`src/rtl/mem_arbiter.sv`:
```
// Round-robin arbiter sharing one single-ported memory between the fetch and data ports,
// with registered responses and a sticky watchdog for a memory that never acknowledges.
module mem_arbiter #(
    parameter int unsigned XLEN    = 32,
    parameter int unsigned TIMEOUT = 255,
    parameter int unsigned CNT_LEN = 8
) (
    input  logic            clk,
    input  logic            reset_n,
    input  logic            imem_req,
    input  logic [XLEN-1:0] imem_addr,
    output logic [XLEN-1:0] imem_rdata,
    output logic            imem_ack,
    input  logic            dmem_req,
    input  logic            dmem_we,
    input  logic [XLEN-1:0] dmem_addr,
    input  logic [XLEN-1:0] dmem_wdata,
    output logic [XLEN-1:0] dmem_rdata,
    output logic            dmem_ack,
    output logic            mem_req,
    output logic            mem_we,
    output logic [XLEN-1:0] mem_addr,
    output logic [XLEN-1:0] mem_wdata,
    input  logic [XLEN-1:0] mem_rdata,
    input  logic            mem_ack,
    output logic            error
);

    localparam logic [CNT_LEN-1:0] TimeoutLast = CNT_LEN'(TIMEOUT - 1);

    typedef enum logic [1:0] {StIdle, StAccess, StResp, StError} state_t;

    state_t               state;
    logic                 last_grant;   // 0 = imem, 1 = dmem
    logic                 granted_dmem;
    logic [CNT_LEN-1:0]   cnt;
    logic                 pick_dmem;

    // On contention the port that did not win last time goes first.
    assign pick_dmem = dmem_req && (!imem_req || !last_grant);

    always_ff @(posedge clk or negedge reset_n) begin
        if (!reset_n) begin
            state        <= StIdle;
            last_grant   <= 1'b1;
            granted_dmem <= 1'b0;
            cnt          <= '0;
            mem_req      <= 1'b0;
            mem_we       <= 1'b0;
            mem_addr     <= '0;
            mem_wdata    <= '0;
            imem_rdata   <= '0;
            imem_ack     <= 1'b0;
            dmem_rdata   <= '0;
            dmem_ack     <= 1'b0;
            error        <= 1'b0;
        end else begin
            imem_ack <= 1'b0;
            dmem_ack <= 1'b0;
            unique case (state)
                StIdle: begin
                    if (imem_req || dmem_req) begin
                        mem_req      <= 1'b1;
                        mem_we       <= pick_dmem & dmem_we;
                        mem_addr     <= pick_dmem ? dmem_addr : imem_addr;
                        mem_wdata    <= pick_dmem ? dmem_wdata : '0;
                        cnt          <= '0;
                        last_grant   <= pick_dmem;
                        granted_dmem <= pick_dmem;
                        state        <= StAccess;
                    end
                end
                StAccess: begin
                    // An ack in the final watchdog cycle still wins over the timeout.
                    if (mem_ack) begin
                        mem_req <= 1'b0;
                        if (granted_dmem) begin
                            dmem_ack   <= 1'b1;
                            dmem_rdata <= mem_we ? '0 : mem_rdata;
                        end else begin
                            imem_ack   <= 1'b1;
                            imem_rdata <= mem_rdata;
                        end
                        state <= StResp;
                    end else if ((TIMEOUT != 0) && (cnt == TimeoutLast)) begin
                        mem_req <= 1'b0;
                        error   <= 1'b1;
                        state   <= StError;
                    end else begin
                        cnt <= cnt + CNT_LEN'(1);
                    end
                end
                StResp: begin
                    state <= StIdle;
                end
                StError: begin
                    mem_req <= 1'b0;
                    error   <= 1'b1;
                end
                default: begin
                    state <= StIdle;
                end
            endcase
        end
    end

endmodule

```
`config.mk`:
```
export PLATFORM = sky130hd
export DESIGN_NAME = mem_arbiter
export DESIGN_NICKNAME = d
export VERILOG_FILES = /design/src/rtl/mem_arbiter.sv
export SDC_FILE = /design/constraint.sdc
export NUM_CORES = 1
export LEC_CHECK = 0
export ABC_AREA = 1
export BUFFER_PORTS_ARGS = -buffer_cell sky130_fd_sc_hd__buf_2
export CORE_MARGIN = 1
export CORE_UTILIZATION = 49
export CTS_BUF_LIST = sky130_fd_sc_hd__clkbuf_8
export DETAILED_ROUTE_END_ITERATION = 8
export MAX_ROUTING_LAYER = met4
export PLACE_DENSITY_LB_ADDON = 0.2
export SLEW_MARGIN = 20
export SYNTH_ARGS = -nofsm -noshare
export SYNTH_HDL_FRONTEND = slang
export SYNTH_SLANG_ARGS = --single-unit
```
`constraint.sdc`:
```
create_clock -name clk -period 1.53 [get_ports clk]
set_input_delay 0.2295 -clock clk [delete_from_list [all_inputs] [get_ports clk]]
set_output_delay 0.2295 -clock clk [all_outputs]
set_load 0.02 [all_outputs]
```
==> results of run 1 <==
-- power groups by stage --
| stage | Combinational, mW | Sequential (mW) | Clock, mW |
|---|---|---|---|
| 6_report | 7.81 | 6.49 | 3.54 |
| 3_3_place_gp | 7.53 | 6.49 | 0 |
| 3_5_place_dp | 7.69 | 6.45 | 0 |
| 4_1_cts | 7.79 | 6.44 | 3.58 |
| 5_1_grt | 8.56 | 6.67 | 3.74 |
| 2_1_floorplan | 2.92 | 8.38 | 0 |
-- worst reg2reg max path, cell delays in order (launching register included) --
cell and delay [ps]:
dfrtp_1 430, inv_2 80, nand2_2 70, inv_4 80
nand2_8 90, buf_4 230, o21ai_0 250, nand2_1 100
-- logic make-up after synthesis --
kind of cell	Yosys count	share of synthesized area (%)
DFF	145	58.15
xor gates and xnor gates	2	0.2807
buffers and inverters	61	5.592
AOI/OAI and AO/OA	104	8.418
adders and majority gates	2	0.4008
and+or+nand+nor	396	27.16
-- routing by layer --
layer | global-route usage [%] | vias to the layer above
met5 | - | -
met4 | 14.11 | 0
met3 | 7.116 | 51
met2 | 47.07 | 257
met1 | 35.60 | 2873
li1 | - | 2905
-- per-stage QoR --
stage	setup slack (ps)	area, µm²	util (%)	hold WS (ps)	total power, mW
floorplan	239.9	6242	-	-66.09	11.31
global placement	98.00	7742	63.40	164.1	14.01
detailed placement	64.45	7742	63.40	166.5	14.14
CTS	49.03	8797	72.04	1.078	17.81
global route	1.903	8817	72.20	18.15	18.97
finish	93.84	8820	72.22	26.16	17.84
-- worst max-delay path by stage --
| stage | slack [ps] | startpoint | depth (start not counted) | end |
|---|---|---|---|---|
| 2_1_floorplan | 240 | last_grant$_DFFE_PN1P_ | 7 | mem_addr[25]$_DFFE_PN0P_ |
| 3_3_place_gp | 100 | state[1]$_DFFE_PN0P_ | 9 | imem_rdata[25]$_DFFE_PN0P_ |
| 3_5_place_dp | 60 | cnt[0]$_DFFE_PN0P_ | 8 | cnt[5]$_DFFE_PN0P_ |
| 4_1_cts | 50 | state[1]$_DFFE_PN0P_ | 9 | imem_rdata[25]$_DFFE_PN0P_ |
| 5_1_grt | 2 | state[1]$_DFFE_PN0P_ | 7 | dmem_rdata[13]$_DFFE_PN0P_ |
| 6_report | 90 | state[1]$_DFFE_PN0P_ | 7 | dmem_rdata[8]$_DFFE_PN0P_ |
-- cell usage in the layout (no fill, tap or decap), types with 2 or more instances in the layout --
master	instances
o21ai_0	69
clkbuf_8	21
nand3_1	69
dlygate4sd3_1	58
dfrtp_1	144
o21ai_1	32
buf_6	2
o21bai_1	2
inv_2	3
inv_1	16
bufinv_16	5
clkinvlp_4	2
nor2_1	41
ha_1	2
xor2_1	2
nor2_4	2
nand2_8	2
buf_4	8
nand2_2	33
buf_12	7
nand2_1	247
diode_2	2
buf_2	265
-- registers in the layout (all words and copies together) (netlist names) --
register / count
imem_ack: 1
imem_rdata: 32
dmem_ack: 1
last_grant: 1
mem_req: 1
error: 1
mem_addr: 32
state: 2
dmem_rdata: 32
mem_we: 1
mem_wdata: 32
granted_dmem: 1
cnt: 8
-- area by class of cell --
type / instances / area (µm²)
Sequential cell: 145 / 3630
Fill cell: 945 / 3392
Multi-Input combinational cell: 504 / 2276
Timing Repair Buffer: 340 / 2130
Clock buffer: 21 / 289.0
Tap cell: 168 / 210.2
Clock inverter: 11 / 185.2
Inverter: 19 / 95.09
Antenna cell: 2 / 5.005
-- timing repair --
action                     in CTS  in global routing
resized for setup               0                  7
setup endpoints to repair       0                 40
hold buffers                   58                  0
hold endpoints to repair       89                  0
==> run metrics, run 1 <==
DRT iter0 DRCs=438; status=complete, no violations; most common library cells after synthesis=nand2_1 (249), dfrtp_1 (144), nand3_1 (69), o21ai_0 (69), nor2_1 (42); Setup Fix Bufs, Post-CTS=0; CP max stage cell=dfrtp_1; worst-path maximum fanout=24; main area contributors after synthesis=dfrtp_1 (58%), nand2_1 (15%), nand3_1 (5.5%); Placed Cells incl. Taps=1118; Hold Crit Start=mem_rdata[7]; Worst EP required=1860 ps; synth-to-layout area growth=41.29%; reg2reg end=dmem_rdata[8]$_DFFE_PN0P_; die area=13200 µm²; R2R setup slack=90 ps; crit-path cells=inv_2 -> nand2_2 -> inv_4 -> nand2_8 -> buf_4 -> o21ai_0 -> nand2_1; fin crit share=93.87%; Residual DRC=0; Post-Syn Area=6242 µm²; Via density=5.030; Slew @ Worst Pin=387.2 ps; flops & latches, synth=145; Port Buffers=266; sequential cell area fraction in the yosys report=58.15%; Die X=114.9 µm; largest net degree at the start of global routing=69; delay-heaviest family, CP=flip-flops; H-tree depth=4; initial core utilization=51.12%; RD Place Congestion=0.8581; syn nets=846; kind of critical path=register to register; final antenna-violating net count=0; clock latency on the worst-skew pair=450 ps; met2 wire len=9083 µm; min Tclk post-route=1436 ps; RR Startpoint=state[1]$_DFFE_PN0P_; first-pass GRT wire length=28940 µm; YS warnings=0; # clock sinks=145; max frequency=696.3 MHz; Clk network pwr share=19.8%; CTS root buf=clkbuf_8; Leak Pwr=4.849 nW; WHS Path Cells=3; Setup TNS Final=0 ps; NumNets Final=1163; Reg power frac=36.4%; clk buf depth=2; CTS tree=built; Post-synth EDFFs=0; endpoints failing setup=0; Top Ports=267; Slew headroom=74.16%; Max-Cap Viols=0; Peak VDD IR=1.091 mV; most common cell in the netlist=nand2_1; Top Metal Used=met4; Num CTS Buffers=17; switching pwr=7.677 mW; vias in the first global route=5942; internal cell power=10.16 mW; Worst Setup Start Kind=register; Post-Synthesis Cells=710; Logic pwr share=43.8%; Reg clk slew, reported paths=80 ps; Power Dens Cells=2023 nW/µm²; Hold EP=imem_rdata[7]$_DFFE_PN0P_; Min-Delay Path Class=input pin to register; routed length on met1=7300 µm; Synth area leader=dfrtp_1; 1st-pass router iterations=5; row count=40; vias=6086; fraction of layout instances using a drive strength above 1=34.23%; fin. max-slew vios=0; core area=12210 µm²; total wire length=18280 µm; initial antenna violation count=1; die span in y=114.9 µm; met3 wire length=1271 µm; top-area cell type share of the netlist area=57.73%; Post-synth ARST share=100.0%; Unique masters post-synth=26; non-filler instance count after layout=1210; GRT Residual Overflow=0; DP HPWL=11860 µm; prevailing post-synth register cell=dfrtp_1; unrepaired setup endpoints after global routing=false; Final Hold Vio Count=0; Switching Share=43.03%; syn_area_per_cell=8.792 µm²; CP Capture Type=register; Clock Skew=12.55 ps; routed len/inst=15.11 µm; Worst Path Buf+Inv=3; All-Layer GR Usage=29.61%; CP arrival=1770 ps; Critical Path Max Stage Delay=430 ps; worst reg2reg path depth=7
No activity file was read; power rests on OpenSTA's default activity.
==> inputs of run 2 (changes only) <==
--- a/config.mk
+++ b/config.mk
@@ -11,7 +11,6 @@
 export CORE_UTILIZATION = 49
 export CTS_BUF_LIST = sky130_fd_sc_hd__clkbuf_8
 export DETAILED_ROUTE_END_ITERATION = 8
-export MAX_ROUTING_LAYER = met4
 export PLACE_DENSITY_LB_ADDON = 0.2
 export SLEW_MARGIN = 20
 export SYNTH_ARGS = -nofsm -noshare
==> constraint.sdc (replaced) <==
create_clock -name clk -period 1.53 [get_ports clk]
set_input_delay 0.2295 -clock clk [delete_from_list [all_inputs] [get_ports clk]]
set_output_delay 0.2295 -clock clk [all_outputs]
set_load 0.1 [all_outputs]
==> run 2 against run 1 <==
First-iteration DRC count decreased by 6.8%. Flip-flop and latch count stayed put. Register-to-register slack improved by 50 ps. Largest cell class unchanged. Via count decreased by 1.2%. Non-clock buffer count is the same. Global-route usage shrank 1.6 points.
==> run metrics, run 2 (synthesis gave the netlist of run 1 again) <==
GRT Residual Overflow=0 (unchanged); Max-Cap Viols=0 (unchanged); DP Area=7746 µm² (was 7742 µm²); Residual DRC=0 (unchanged); Worst Setup Start Kind=register (unchanged); crit-path cells=buf_2 (was inv_2 -> nand2_2 -> inv_4 -> nand2_8 -> buf_4 -> o21ai_0 -> nand2_1); DP HPWL=11650 µm (was 11860 µm); max frequency=673.4 MHz (was 696.3 MHz); most frequent cells in the layout=buf_2 (251), nand2_1 (247), dfrtp_1 (142), o21ai_0 (69), nand3_1 (69) (was buf_2 (265), nand2_1 (247), dfrtp_1 (144), o21ai_0 (69), nand3_1 (69)); H-tree depth=4 (unchanged); Die X=114.9 µm (unchanged); fraction of layout instances using a drive strength above 1=34.65% (was 34.23%); Hold EP=mem_wdata[31]$_DFFE_PN0P_ (was imem_rdata[7]$_DFFE_PN0P_); vias in the first global route=5852 (was 5942); Min-Delay Path Class=input pin to register (unchanged); R2R setup slack=140 ps (was 90 ps); Worst EP required=1300 ps (was 1860 ps); first-pass GRT wire length=28520 µm (was 28940 µm); CP arrival=1260 ps (was 1770 ps); Filler cells=974 (was 945); worst reg2reg path depth=6 (was 7); reg2reg end=mem_addr[11]$_DFFE_PN0P_ (was dmem_rdata[8]$_DFFE_PN0P_); Placed Cells incl. Taps=1120 (was 1118); CP max stage cell=buf_2 (was dfrtp_1); clk buf depth=2 (unchanged); synth-to-layout area growth=40.81% (was 41.29%); routed length on met1=7169 µm (was 7300 µm); worst-path maximum fanout=2 (was 24); final antenna-violating net count=0 (unchanged); Core Util, Final=71.98% (was 72.22%); Critical Path Max Stage Delay=440 ps (was 430 ps); kind of critical path=register to output pin (was register to register); Setup Fix Bufs, Post-CTS=0 (unchanged); initial core utilization=51.12% (unchanged); Top Ports=267 (unchanged); met2 wire len=9078 µm (was 9083 µm); CTS tree=built (unchanged); Design Area, Final=8790 µm² (was 8820 µm²); CP Capture Type=output pin (was register); Slew @ Worst Pin=519.8 ps (was 387.2 ps); clock latency on the worst-skew pair=440 ps (was 450 ps); status=complete, no violations (unchanged); largest net degree at the start of global routing=69 (unchanged); RD Place Congestion=0.8055 (was 0.8581); All-Layer GR Usage=27.97% (was 29.61%); WHS Path Cells=3 (unchanged); total wire length=17790 µm (was 18280 µm); min Tclk post-route=1485 ps (was 1436 ps); Top Metal Used=met5 (was met4); routed len/inst=14.74 µm (was 15.11 µm); Reg clk slew, reported paths=80 ps (about the same); # clock sinks=145 (unchanged); core area=12210 µm² (unchanged); delay-heaviest family, CP=buffers and inverters (was flip-flops); fin crit share=97.05% (was 93.87%); met3 wire length=1227 µm (was 1271 µm); die span in y=114.9 µm (unchanged); non-filler instance count after layout=1207 (was 1210); Via density=4.981 (was 5.030); vias=6012 (was 6086); initial antenna violation count=1 (unchanged); RR Startpoint=last_grant$_DFFE_PN1P_ (was state[1]$_DFFE_PN0P_); Slew headroom=65.58% (was 74.16%); Clock Skew=8.665 ps (was 12.55 ps); Final Hold Vio Count=0 (unchanged); Port Buffers=266 (unchanged); most common cell after layout, fill and taps aside=buf_2 (unchanged); endpoints failing setup=0 (unchanged); 1st-pass router iterations=5 (unchanged); Hold Crit Start=dmem_wdata[31] (was mem_rdata[7]); Worst Path Buf+Inv=1 (was 3); die area=13200 µm² (unchanged); DRT iter0 DRCs=408 (was 438); NumNets Final=1163 (unchanged); CTS root buf=clkbuf_8 (unchanged); fin. max-slew vios=0 (unchanged); row count=40 (unchanged); diode count=0 (was 2); Num CTS Buffers=17 (unchanged)
run 2: final cells by class:
cell class	instances	area (µm²)	share of cell area (%)
clock buffer	20	275.3	3.132
clock inverter	11	138.9	1.580
timing repair buffer	340	2162	24.60
tap	168	210.2	2.391
inverter	19	95.09	1.082
multi-input combinational	504	2276	25.89
sequential	145	3632	41.32
run 2: timing repair:
item | CTS | global route
gates resized for setup | 1 | 20
gates cloned | 0 | 1
hold buffers | 55 | 0
endpoints found under the setup margin | 1 | 55
endpoints found under the hold margin | 87 | 0
run 2: worst max-delay path by stage:
stage	start	endpoint	slack, ps	cells after the start
4_1_cts	mem_wdata[28]$_DFFE_PN0P_	mem_wdata[28]	5	1
6_report	mem_wdata[21]$_DFFE_PN0P_	mem_wdata[21]	50	1
5_1_grt	state[0]$_DFFE_PN0P_	mem_addr[0]$_DFFE_PN0P_	-7	6
2_1_floorplan	mem_we$_DFFE_PN0P_	dmem_rdata[10]$_DFFE_PN0P_	210	4
3_5_place_dp	cnt[0]$_DFFE_PN0P_	cnt[0]$_DFFE_PN0P_	110	8
3_3_place_gp	state[1]$_DFFE_PN0P_	imem_rdata[25]$_DFFE_PN0P_	140	9
run 2: tightest hold or removal path: stages:
cell and delay (ps):
buf_2 70, nand3_1 60, nand2_1 60
run 2: metrics by stage:
step | worst slack [ps] | setup TNS [ps] | hold WS [ps]
after floorplan | 215.0 | 0 | -66.09
after global placement | 136.9 | 0 | 166.8
after detailed placement | 110.2 | 0 | 166.9
after CTS | 5.488 | 0 | 0.4365
after global routing | -6.679 | -6.679 | 6.160
final | 45.06 | 0 | 27.14
run 2: routing by layer:
| layer | track usage, % | up-vias |
|---|---|---|
| li1 | - | 2913 |
| met1 | 34.58 | 2818 |
| met2 | 47.27 | 253 |
| met3 | 7.591 | 26 |
| met4 | 10.04 | 2 |
| met5 | 0 | - |
Power of run 2 is not shown: default switching activity piles up to over one toggle a cycle in this logic, so the estimate is an artifact.
==> inputs of run 3 (changes only) <==
--- a/config.mk
+++ b/config.mk
@@ -5,7 +5,6 @@
 export SDC_FILE = /design/constraint.sdc
 export NUM_CORES = 1
 export LEC_CHECK = 0
-export ABC_AREA = 1
 export BUFFER_PORTS_ARGS = -buffer_cell sky130_fd_sc_hd__buf_2
 export CORE_MARGIN = 1
 export CORE_UTILIZATION = 49
==> run 3 against run 2 <==
Routed wire length down 9.1%. First-iteration DRC count is 25% lower. Clock skew up 3.1 ps.
==> run metrics, run 3 <==
status=complete, no violations (unchanged); clock latency on the worst-skew pair=450 ps (was 440 ps); R2R setup slack=40 ps (was 140 ps); DP HPWL=10370 µm (was 11650 µm); Placed Cells incl. Taps=896 (was 1120); fraction of layout instances using a drive strength above 1=40.98% (was 34.65%); xor/xnor share of the synthesized area=0% (was 0.2806%); synth-to-layout area growth=45.18% (was 40.81%); vias in the first global route=5070 (was 5852); reg2reg end=cnt[5]$_DFFE_PN0P_ (was mem_addr[11]$_DFFE_PN0P_); final antenna-violating net count=0 (unchanged); syn nets=632 (was 846); delay-heaviest family, CP=buffers and inverters (unchanged); worst-path maximum fanout=2 (unchanged); flops & latches, synth=145 (unchanged); routed len/inst=16.43 µm (was 14.74 µm); Post-Synthesis Cells=496 (was 710); Min-Delay Path Class=input pin to register (unchanged); WHS Path Cells=2 (was 3); Filler cells=784 (was 974); Worst EP required=1300 ps (about the same); Slew @ Worst Pin=569.6 ps (was 519.8 ps); die area=12710 µm² (was 13200 µm²); Max-Cap Viols=0 (unchanged); main area contributors after synthesis=dfrtp_1 (60%), mux2_1 (6.0%), mux2i_1 (5.5%) (was dfrtp_1 (58%), nand2_1 (15%), nand3_1 (5.5%)); CP Capture Type=output pin (unchanged); top-area cell type share of the netlist area=59.96% (was 57.73%); fin crit share=97.91% (was 97.05%); most common library cells after synthesis=dfrtp_1 (144), nand2_1 (67), o21ai_1 (51) (was nand2_1 (249), dfrtp_1 (144), nand3_1 (69), o21ai_0 (69), nor2_1 (42)); Critical Path Max Stage Delay=440 ps (about the same); row count=40 (unchanged); Via density=5.168 (was 4.981); YS warnings=0 (unchanged); Residual DRC=0 (unchanged); Final Hold Vio Count=0 (unchanged); Multi-input gate area=2213 µm² (was 2276 µm²); Post-synth ARST share=100.0% (unchanged); total wire length=16160 µm (was 17790 µm); Compound-Gate Fraction of Synth Area=13.43% (was 8.419%); Post-synth EDFFs=0 (unchanged); Num CTS Buffers=17 (unchanged); RD Place Congestion=0.7828 (was 0.8055); Top Ports=267 (unchanged); max frequency=667.5 MHz (was 673.4 MHz); endpoints failing setup=0 (unchanged); # clock sinks=145 (unchanged); Slew headroom=61.88% (was 65.58%); most common cell after layout, fill and taps aside=buf_2 (unchanged); Hold Crit Start=mem_rdata[31] (was dmem_wdata[31]); initial antenna violation count=0 (was 1); CTS tree=built (unchanged); clk buf depth=2 (unchanged); post-synthesis adder-cell area fraction=0.4164% (was 0.4009%); Worst Path Buf+Inv=1 (unchanged); die span in y=112.7 µm (was 114.9 µm); GRT Residual Overflow=0 (unchanged); CP max stage cell=buf_2 (unchanged); crit-path cells=buf_2 (unchanged); most frequent cells in the layout=buf_2 (226), dfrtp_1 (141), nand2_1 (66), dlygate4sd3_1 (51), o21ai_1 (50) (was buf_2 (251), nand2_1 (247), dfrtp_1 (142), o21ai_0 (69), nand3_1 (69)); Die X=112.7 µm (was 114.9 µm); Reg clk slew, reported paths=70 ps (was 80 ps); vias=5085 (was 6012); CP arrival=1270 ps (was 1260 ps); post-synthesis mux area share=11.49% (was 0%); Seq. cell area=3633 µm² (was 3632 µm²); initial core utilization=50.24% (was 51.12%); largest net degree at the start of global routing=55 (was 69); min Tclk post-route=1498 ps (was 1485 ps); Unique masters post-synth=39 (was 26); unrepaired setup endpoints after global routing=true; H-tree depth=4 (unchanged); non-filler instance count after layout=984 (was 1207); syn_area_per_cell=12.12 µm² (was 8.792 µm²); fin. max-slew vios=0 (unchanged); Clock Skew=11.81 ps (was 8.665 ps); Worst Setup Start Kind=register (unchanged); first-pass GRT wire length=25070 µm (was 28520 µm); diode count=0 (unchanged); CTS root buf=clkbuf_8 (unchanged); All-Layer GR Usage=25.80% (was 27.97%); 1st-pass router iterations=4 (was 5); core area=11960 µm² (was 12210 µm²); sequential cell area fraction in the yosys report=60.40% (was 58.15%); Simple-Gate Fraction of Synth Area=10.47% (was 27.16%); DRT iter0 DRCs=304 (was 408); Hold EP=imem_rdata[31]$_DFFE_PN0P_ (was mem_wdata[31]$_DFFE_PN0P_); RR Startpoint=cnt[0]$_DFFE_PN0P_ (was last_grant$_DFFE_PN1P_); worst reg2reg path depth=6 (unchanged); Synth area leader=dfrtp_1 (unchanged); most common cell in the netlist=dfrtp_1 (was nand2_1); main combinational cell family by area after synthesis=compound AO/OA/AOI/OAI gates (was simple AND/OR/NAND/NOR gates); kind of critical path=register to output pin (unchanged); prevailing post-synth register cell=dfrtp_1 (unchanged); NumNets Final=960 (was 1163); Port Buffers=266 (unchanged); Post-Syn Area=6010 µm² (was 6242 µm²)
==> run 3: cell types whose count changed after synthesis, moves of 33 or more <==
| cell | change |
|---|---|
| nor2_1 | -39 |
| nand2b_1 | +33 |
| nand3_1 | -63 |
| a22o_1 | +33 |
| mux2i_1 | +33 |
| o21ai_0 | -50 |
| nand2_1 | -182 |
==> run 3: per-layer routing <==
metal	GRT usage (%)	vias to the layer above	part of all wire [%]
li1	-	2394	-
met1	32.14	2413	40
met2	41.56	245	50
met3	8.195	33	6.9
met4	11.29	0	2.8
met5	0	-	0
==> run 3: worst max path at each step <==
| stage | from | end | slack [ps] | cells past startpoint |
|---|---|---|---|---|
| floorplan | mem_we$_DFFE_PN0P_ | dmem_rdata[22]$_DFFE_PN0P_ | 30 | 3 |
| finish | mem_wdata[12]$_DFFE_PN0P_ | mem_wdata[12] | 30 | 1 |
| global placement | cnt[0]$_DFFE_PN0P_ | cnt[3]$_DFFE_PN0P_ | 70 | 6 |
| detailed placement | state[1]$_DFFE_PN0P_ | mem_wdata[21]$_DFFE_PN0P_ | -20 | 5 |
| global route | cnt[0]$_DFFE_PN0P_ | cnt[5]$_DFFE_PN0P_ | -30 | 6 |
| CTS | mem_we$_DFFE_PN0P_ | mem_we | 8 | 2 |
==> run 3: final cells by class <==
type / count / share of cell area, %
Inverter: 6 / 0.2581
Sequential cell: 145 / 41.65
Clock inverter: 8 / 0.6884
Multi-Input combinational cell: 313 / 25.37
Timing Repair Buffer: 341 / 26.14
Tap cell: 147 / 2.108
Clock buffer: 24 / 3.786
==> run 3: through the flow <==
| stage | area, µm² | hold WS, ps | setup TNS (ps) | setup slack [ps] | util (%) |
|---|---|---|---|---|---|
| after floorplan | 6010 | -66.09 | 0 | 25.03 | - |
| after global placement | 7636 | 126.3 | 0 | 68.11 | 63.84 |
| after detailed placement | 7636 | 134.7 | -129.4 | -21.63 | 63.84 |
| after CTS | 8449 | 0.2740 | 0 | 7.819 | 70.64 |
| after global routing | 8725 | 0.8958 | -167.6 | -29.01 | 72.94 |
| final | 8725 | 29.89 | 0 | 31.95 | 72.94 |
==> run 3: what timing repair did <==
action | CTS | global route
setup endpoints to repair | 34 | 109
setup buffers | 0 | 4
hold buffers | 42 | 9
endpoints found under the hold margin | 111 | 9
resized for setup | 1 | 49
cloned | 0 | 1
pin swaps | 0 | 3
==> run 3: cells by family after synthesis <==
kind of cell / count (synthesis)
and+or+nand+nor: 126
adders and majority gates: 2
muxes: 65
buffers and inverters: 38
AOI/OAI and AO/OA: 120
DFF: 145
Power of run 3 is left out for the same reason.
